`config.mk`:
```
export PLATFORM = sky130hd
export DESIGN_NAME = stream_rr_arbiter
export DESIGN_NICKNAME = d
export VERILOG_FILES = /design/src/rtl/stream_rr_arbiter_pkg.sv /design/src/rtl/rr_priority_select.sv /design/src/rtl/stream_rr_arbiter.sv
export SDC_FILE = /design/constraint.sdc
export NUM_CORES = 1
export LEC_CHECK = 0
export CORE_ASPECT_RATIO = 0.5
export CORE_MARGIN = 1
export CORE_UTILIZATION = 40
export CTS_CLUSTER_SIZE = 10
export DETAILED_ROUTE_END_ITERATION = 16
export GPL_TIMING_DRIVEN = 0
export PLACE_DENSITY = 0.9
export SKIP_CTS_REPAIR_TIMING = 1
export SYNTH_ARGS = -nofsm -noshare
export SYNTH_HDL_FRONTEND = slang
export SYNTH_HIERARCHICAL = 1
export SYNTH_SLANG_ARGS = --single-unit
```
`constraint.sdc`:
```
create_clock -name BUS_CLK -period 4.2 [get_ports BUS_CLK]
set_input_delay 0.84 -clock BUS_CLK [delete_from_list [all_inputs] [get_ports BUS_CLK]]
set_output_delay 0.84 -clock BUS_CLK [all_outputs]
set_load 0.1 [all_outputs]
```
`src/rtl/stream_rr_arbiter_pkg.sv`:
```
// Shared types, default sizing and width helpers for the round-robin stream arbiter.
package stream_rr_arbiter_pkg;

  typedef enum logic {
    ST_IDLE  = 1'b0,
    ST_GRANT = 1'b1
  } arb_state_e;

  localparam int unsigned N_DEFAULT     = 4;
  localparam int unsigned BURST_DEFAULT = 16;
  localparam int unsigned DW_DEFAULT    = 32;

  // Burst counter must hold BURST-1; one extra bit keeps BURST=1 at a legal width.
  function automatic int unsigned cnt_width(input int unsigned burst);
    return $clog2(burst) + 1;
  endfunction

  function automatic int unsigned idx_width(input int unsigned n);
    return (n > 1) ? $clog2(n) : 1;
  endfunction

endpackage

```
`src/rtl/rr_priority_select.sv`:
```
// Combinational round-robin search: first set mask bit after LAST, wrapping around.
module rr_priority_select
  import stream_rr_arbiter_pkg::*;
#(
  parameter  int unsigned N  = N_DEFAULT,
  localparam int unsigned IW = idx_width(N)
) (
  input  logic [N-1:0]  mask_i,
  input  logic [IW-1:0] last_i,
  output logic [IW-1:0] index_o,
  output logic          valid_o
);

  logic [2*N-1:0] dbl;
  logic [N-1:0]   rot;
  int unsigned    start;
  int unsigned    first;
  logic           found;

  // Rotate so the bit after LAST sits at position 0, pick the lowest set bit, rotate back.
  always_comb begin
    start = (32'(last_i) + 32'd1) % N;
    dbl   = {mask_i, mask_i};
    rot   = N'(dbl >> start);
    first = 0;
    found = 1'b0;
    for (int unsigned k = 0; k < N; k++) begin
      if (!found && rot[k]) begin
        found = 1'b1;
        first = k;
      end
    end
    valid_o = found;
    index_o = IW'((start + first) % N);
  end

endmodule

```
`src/rtl/stream_rr_arbiter.sv`:
```
// Round-robin arbiter moving words from N FWFT sources into one downstream FIFO,
// with per-grant burst limit and a one-cycle idle bubble between grants.
module stream_rr_arbiter
  import stream_rr_arbiter_pkg::*;
#(
  parameter int unsigned N     = N_DEFAULT,
  parameter int unsigned BURST = BURST_DEFAULT,
  parameter int unsigned DW    = DW_DEFAULT
) (
  input  logic            BUS_CLK,
  input  logic            BUS_RST,
  input  logic [N-1:0]    ENABLE,
  input  logic [N-1:0]    REQ,
  input  logic [N*DW-1:0] DATA_IN,
  output logic [N-1:0]    READ,
  input  logic            READY_IN,
  output logic            WRITE_OUT,
  output logic [DW-1:0]   DATA_OUT,
  output logic [N-1:0]    GRANT_OUT,
  output logic            BUSY,
  output logic [31:0]     TRANSFER_CNT
);

  localparam int unsigned IW = idx_width(N);
  localparam int unsigned CW = cnt_width(BURST);
  localparam logic [CW-1:0] CNT_LAST = CW'(BURST - 1);
  localparam logic [IW-1:0] LAST_RST = IW'(N - 1);

  arb_state_e    state_q, state_d;
  logic [IW-1:0] g_q, g_d;
  logic [IW-1:0] last_q, last_d;
  logic [CW-1:0] cnt_q, cnt_d;
  logic [31:0]   tcnt_q, tcnt_d;

  logic [IW-1:0] sel_idx;
  logic          sel_valid;
  logic          src_live;
  logic          xfer;
  logic          release_c;

  rr_priority_select #(.N(N)) u_sel (
    .mask_i  (REQ & ENABLE),
    .last_i  (last_q),
    .index_o (sel_idx),
    .valid_o (sel_valid)
  );

  assign src_live     = (state_q == ST_GRANT) && REQ[g_q] && ENABLE[g_q];
  assign xfer         = src_live && READY_IN && !BUS_RST;
  assign release_c    = !REQ[g_q] || !ENABLE[g_q] || (xfer && (cnt_q == CNT_LAST));
  assign TRANSFER_CNT = tcnt_q;

  always_ff @(posedge BUS_CLK) begin
    if (BUS_RST) begin
      state_q <= ST_IDLE;
      g_q     <= '0;
      last_q  <= LAST_RST;
      cnt_q   <= '0;
      tcnt_q  <= '0;
    end else begin
      state_q <= state_d;
      g_q     <= g_d;
      last_q  <= last_d;
      cnt_q   <= cnt_d;
      tcnt_q  <= tcnt_d;
    end
  end

  always_comb begin
    state_d = state_q;
    g_d     = g_q;
    last_d  = last_q;
    cnt_d   = cnt_q;
    tcnt_d  = tcnt_q;
    unique case (state_q)
      ST_IDLE: begin
        if (sel_valid) begin
          state_d = ST_GRANT;
          g_d     = sel_idx;
          cnt_d   = '0;
        end
      end
      ST_GRANT: begin
        if (xfer) begin
          cnt_d  = cnt_q + 1'b1;
          tcnt_d = tcnt_q + 32'd1;
        end
        // A release on the burst's last word still counts that word above.
        if (release_c) begin
          state_d = ST_IDLE;
          last_d  = g_q;
          cnt_d   = '0;
        end
      end
      default: state_d = ST_IDLE;
    endcase
  end

  always_comb begin
    READ      = '0;
    WRITE_OUT = 1'b0;
    DATA_OUT  = '0;
    GRANT_OUT = '0;
    BUSY      = 1'b0;
    if (!BUS_RST && (state_q == ST_GRANT)) begin
      BUSY           = 1'b1;
      GRANT_OUT[g_q] = 1'b1;
      WRITE_OUT      = src_live;
      READ[g_q]      = xfer;
      if (src_live) begin
        DATA_OUT = DATA_IN[32'(g_q) * DW +: DW];
      end
    end
  end

endmodule

```
* Yosys cells after proc, flatten, opt, wreduce, memory -nomap -nowiden
Cells that the tools add are included.
** Cells by class
- Add/sub/neg operators :: 4
- Magnitude comparators :: 2
- Equal/unequal tests :: 3
- Shift-type cells :: 2
- Mux-type cells :: 26
- Bitwise gates (word level) :: 3
- Reduce and logical (&&, ||, !) cells :: 22
** Operators with widths (number)
- indexed part select 128 x 8 -> 32 bit :: 1
- two-way mux 32 bit :: 2
- adder 32 x 1 -> 32 bit (second input constant) :: 1
- two-way mux 5 bit :: 3
- two-way mux 1 bit :: 12
- logical AND 1 bit :: 10
- one-hot mux 5 bit (2 select lines) :: 1
- AND 4 bit :: 2
- two-way mux 4 bit :: 2
- AND reduction 2 bit :: 4
- right shift 8 x 2 -> 4 bit :: 1
- logical NOT 1 bit :: 6
- adder 5 x 1 -> 5 bit (second input constant) :: 1
- equality test 5 x 4 -> 1 bit (second input constant) :: 1
- binary-select mux 1 bit (select 2 bit) :: 2
- two-way mux 2 bit :: 2
- < comparator 2 x 3 -> 1 bit (second input constant) :: 1
- inequality test 3 x 1 -> 1 bit (second input constant) :: 1
- adder 2 x 1 -> 2 bit (second input constant) :: 1
- adder 2 bit :: 1
- demux 1 bit (select 2 bit) :: 1
- >= comparator 2 x 1 -> 1 bit (second input constant) :: 1
- logical OR 1 bit :: 2
- inequality test 2 bit (second input constant) :: 1
- other kinds (2) :: 2
** Storage, ports and cells
- Bits in registers :: 42
- Input bits :: 139

* Depth between registers and ports, before layout
- Word-level depth :: 14
- Depth in mapped cells :: 13
- Gate-level depth less buffers :: 13

* Hierarchy
The synthesis kept the hierarchy.
** Modules (own cells, without submodules)
- stream_rr_arbiter :: instances 1, cells an instance 338, area each 3116.7 um2
- rr_priority_select :: instances 1, cells an instance 32, area each 206.4 um2

* Worst setup path after synthesis
Ideal clock, no wire load.
- Path type :: input to output
- Start :: input ENABLE[1]
- End :: output READ[0]
- Data arrival time :: 3.817 ns
- Setup slack :: -0.457 ns
- Cell stages on the path :: 6
- Path buffers :: 1
- Path through :: nand2_1 inv_1 mux4_2 clkbuf_1 nand2_1 nor3_1
** On the way
- Word-level cells in the longest chain between the ends :: 7
** Ends and longest elaborated chain
- from (decl) :: RTL line stream_rr_arbiter.sv:12 : input logic [N-1:0] ENABLE,
- binary-select mux 1 bit (select 2 bit) :: RTL line stream_rr_arbiter.sv:48 : assign src_live = (state_q == ST_GRANT) && REQ[g_q] && ENABLE[g_q];
- two-way mux 1 bit (not written as such) :: RTL line stream_rr_arbiter.sv:48
- logical AND 1 bit :: RTL line stream_rr_arbiter.sv:48
- logical AND 1 bit (2 in series) :: RTL line stream_rr_arbiter.sv:49 : assign xfer = src_live && READY_IN && !BUS_RST;
- AND 4 bit (no source line)
- two-way mux 4 bit :: RTL line stream_rr_arbiter.sv:105 : if (!BUS_RST && (state_q == ST_GRANT)) begin
- to (decl) :: RTL line stream_rr_arbiter.sv:15 : output logic [N-1:0] READ,
No other way between the ends. The select of a mux whose other input is x is not followed.

* Worst setup path in the final report
- Start :: input ENABLE[1]
- End :: output DATA_OUT[11]
** On the way
- Word-level cells in the longest chain between the ends :: 5
** Ends and longest elaborated chain
- binary-select mux 1 bit (select 2 bit) :: RTL line stream_rr_arbiter.sv:48
- two-way mux 1 bit (not written as such) :: RTL line stream_rr_arbiter.sv:48
- logical AND 1 bit :: RTL line stream_rr_arbiter.sv:48
- two-way mux 32 bit :: RTL line stream_rr_arbiter.sv:110 : if (src_live) begin
- two-way mux 32 bit :: RTL line stream_rr_arbiter.sv:105
- to (decl) :: RTL line stream_rr_arbiter.sv:18 : output logic [DW-1:0] DATA_OUT,
No other way between the ends. The select of a mux whose other input is x is not followed.

==> summary.md <==
| Metric | Value |
|---|---|
| Status | `finished, violations left` |
| Failing checks | `design-rule violations` |
| Slew @ Worst Pin | `approximately 1000 ps` |
| Initial core utilization | `0.4139` |
| XOR/XNOR share of the synthesized area | `0.06325` |
| Total wire length | `roughly 13000 um` |
| Final period utilization | `0.9824` |
| Sw Ratio | `0.3568` |
| RSZ-0062 raised after global routing | `yes` |
| Core ar. | `0.008029 sq mm` |
| Compound-Gate Fraction of Synth Area | `0.08170` |
| DRT iter0 DRCs | `331` |
| Synthesized instance count | `370` |
| CP Launch Type | `input pin` |
| Initial antenna violation count | `0` |
| Die area | `0.008698 sq mm` |
| Kind of critical path | `in -> out` |
| Clock Tree Buf Depth | `2` |
| Max cap viols | `0` |
| # diodes | `0` |
| Syn Nets | `513` |
| Seq pwr share | `0.276` |
| Area grow syn2layout | `68.03%` |
| Worst hold path type | `reg -> reg` |
| DP Area | `about 0.0056 sq mm` |
| Die height | `66.45 um` |
| Max Freq | `242.4 MHz` |
| Worst vdd ir | `164.6 uV` |
| Clock transition at path regs | `around 60 ps` |
| Vias | `3874` |
| Fin area | `0.005584 sq mm` |
| First-pass GRT wire length | `19560 um` |
| Port Buffer Count | `~210` |
| EDFF count, synth | `0` |
| Synth Area in Adders | `0.01506` |
| Worst path top cell family by delay | `buffers and inverters` |
| Async S/R FF share, synth | `0` |
| CP max FO | `10` |
| Clk Latency, worst-skew pair | `280 ps` |
| Crit-path cells | `clkdlybuf4s50_1 -> nand2_1 -> inv_1 -> mux4_2 -> clkbuf_1 -> and3_1 -> dlymetal6s2s_1` |
| Worst path bufs/invs | `4` |
| Vias per cell | `5.519` |
| Pleak | `2.145 nW` |
| Placed insts | `694` |
| Switch Pwr | `0.5471 mW` |
| Pre-Repair DR Iteration Count | `10` |
| CP required | `3360 ps` |
| Final core utilization | `0.6955` |
| Crit path largest cell delay | `750 ps` |
| Inserted Clock Buffers | `5` |
| RePlAce Congestion | `0.8549` |
| Final Hold Vio Count | `0` |
| Largest net degree at the start of global routing | `13` |
| Clock share of power | `0.253` |
| Cell Count, Final, Fillers Out | `702` |
| # IOs | `213` |
| Final #Nets | `732` |
| Most used DFF post-synth | `dfxtp_1` |
| Pint | `around 1 mW` |
| Synthesized cell area | `0.003323 sq mm` |
| CTS tree | `yes` |
| Hold WS | `roughly 500 ps` |
| Worst setup EP type | `output pin` |
| Final setup violation count | `0` |
| DRC errors left | `2` |
| Hpwl dp | `10280 um` |
| Total gr overflow | `0` |
| Die width | `130.9 um` |
| Register area share after synthesis | `0.2530` |
| Row count | `23` |
| Final ANT Viol Nets | `0` |
| Mux cell area share after synthesis | `0.2395` |
| CTS root buffer | `clkbuf_16` |
| Combinational Power Share | `0.471` |
| Crit path DAT | `3290 ps` |
| H-Tree Depth | `2` |
| Count of pins over their slew limit | `0` |
| Post-synth cell types | `43` |
| Total Routing Usage GR | `0.2957` |
| Clock Skew | `approximately 2.4 ps` |
| YS warnings | `6` |
| Slowest stage cell, crit path | `dlymetal6s2s_1` |
| Clock sink total | `42` |
| Main combinational cell family by area after synthesis | `simple AND/OR/NAND/NOR gates` |
| PD cells | `274.6 mW/mm^2` |
| Share of cells above drive strength 1 | `0.1559` |
| DR WL/cell | `17.81 um` |
| Flops & latches, synth | `42` |
| Post-Synth Simple-Gate Area | `0.2937` |
| Slew Limit Headroom | `0.3270` |
| Avg Cell Area, Syn | `8.982 sq um` |
| Total power | `1.533 mW` |
| Final min period | `4126 ps` |
| Vias in the first global route | `~3800` |
-- area by class of cell --
| class | count | area (sq um) |
|---|---|---|
| plain buffers | 28 | 127.6 |
| fillers | 612 | 2445 |
| repair buffers | 212 | 1967 |
| multi-input cells | 286 | 2308 |
| well taps | 112 | 140.1 |
| clock buffers | 7 | 142.6 |
| flip-flops and latches | 42 | 840.8 |
| clock inverters | 1 | 5.005 |
| inverters | 14 | 52.55 |
-- worst reg2reg max path, delay by kind of cell (launching register included) --
kind / cells / cell delay, ps
XOR/XNOR: 1 / 160
buffers and inverters: 3 / 650
flip-flops: 1 / 310
multiplexers: 1 / 600
AND/OR/NAND/NOR: 2 / 460
-- power by group through the flow --
stage / combinational, mW / sequential [mW] / clock (mW)
final: 0.722 / 0.423 / 0.388
after global routing: 0.764 / 0.424 / 0.409
after CTS: 0.729 / 0.423 / 0.390
after detailed placement: 0.727 / 0.431 / 0
after global placement: 0.712 / 0.431 / 0
after floorplan: 0.478 / 0.431 / 0
-- through the flow --
stage	setup WS (ps)	TNS, ps
finish	74.12	0
global route	-42.24	-86.96
CTS	-740.8	-17480
detailed placement	-743.6	-17630
global placement	-657.7	-15070
floorplan	284.6	0
-- routing by layer --
| layer | wire [um] | vias up | GRT usage |
|---|---|---|---|
| met4 | 238 | 0 | 0.08190 |
| li1 | - | 1832 | - |
| met5 | 0 | - | 0 |
| met1 | 5170 | 1837 | 0.3574 |
| met3 | 818 | 24 | 0.05622 |
| met2 | 6276 | 181 | 0.5390 |
-- synthesized netlist by cell type (2+ instances only) --
cell type,number,area share
or3_1,10,0.019
a31oi_1,2,0.0038
mux2i_1,3,0.0090
nor2b_1,2,0.0038
a21oi_1,16,0.024
or4_1,9,0.020
nand2b_1,3,0.0056
xnor2_1,18,0.047
buf_6,2,0.0068
o21ai_0,6,0.0090
and2_0,2,0.0038
or2_2,3,0.0056
nor4_1,12,0.023
nor3_1,9,0.014
nand3_1,9,0.014
nor2_1,42,0.047
mux4_2,34,0.23
a211oi_1,2,0.0045
and3_1,33,0.062
a211o_1,3,0.0079
clkbuf_1,20,0.023
and4_1,3,0.0079
nor3b_1,2,0.0045
buf_2,5,0.0075
inv_1,14,0.016
ha_1,4,0.015
nand4_1,15,0.028
o31ai_1,7,0.016
dfxtp_1,42,0.25
xor2_1,6,0.016
nand2_1,20,0.023
-- flip-flops by register name (all words and copies together) (netlist names) --
signal and count:
TRANSFER_CNT 32, cnt_q 5, g_q 2, last_q 2
state_q 1
-- path summary, 6_finish.rpt --
path | startpoint | endpoint | slack [ps] | cells after the start
setup reg to reg | g_q[0] | TRANSFER_CNT[13] | 1900 | 7
hold reg to reg | TRANSFER_CNT[31] | TRANSFER_CNT[31] | 500 | 2
setup / recovery | ENABLE[1] | DATA_OUT[11] | 70 | 7
hold / removal | TRANSFER_CNT[31] | TRANSFER_CNT[31] | 500 | 2
-- layout by cell type, fill, tap and decap left out, types with 3 or more instances in the layout --
cell             netlist  routed
and4_1                 3       3
mux4_2                34      34
nand2b_1               3       3
nand2_1               20      20
mux2i_1                3       3
nand3_1                9       9
nor4_1                12      12
or2_2                  3       3
dfxtp_1               42      42
and3_1                33      33
nand4_1               15      15
or4_1                  9       9
o31ai_1                7       7
a211o_1                3       3
clkbuf_16              0       5
xor2_1                 6       6
dlymetal6s2s_1         0       4
inv_1                 14      14
nor3_1                 9       8
clkdlybuf4s50_1        0     174
clkbuf_2               0      21
nor2_1                42      42
clkbuf_1              20      20
or3_1                 10      10
a21oi_1               16      16
buf_2                  5      17
o21ai_0                6       6
ha_1                   4       4
xnor2_1               18      18
-- cells by family (layout without fill, tap and decap cells) --
kind of cell / after synthesis / in the layout
XOR/XNOR: 24 / 24
AO/OA/AOI/OAI: 42 / 42
flip-flops: 42 / 42
multiplexers: 37 / 37
AND/OR/NAND/NOR: 179 / 179
adder cells (fa/ha/maj): 4 / 4
buffers and inverters: 42 / 262
Note: power is estimated with default switching activity, not from simulation.
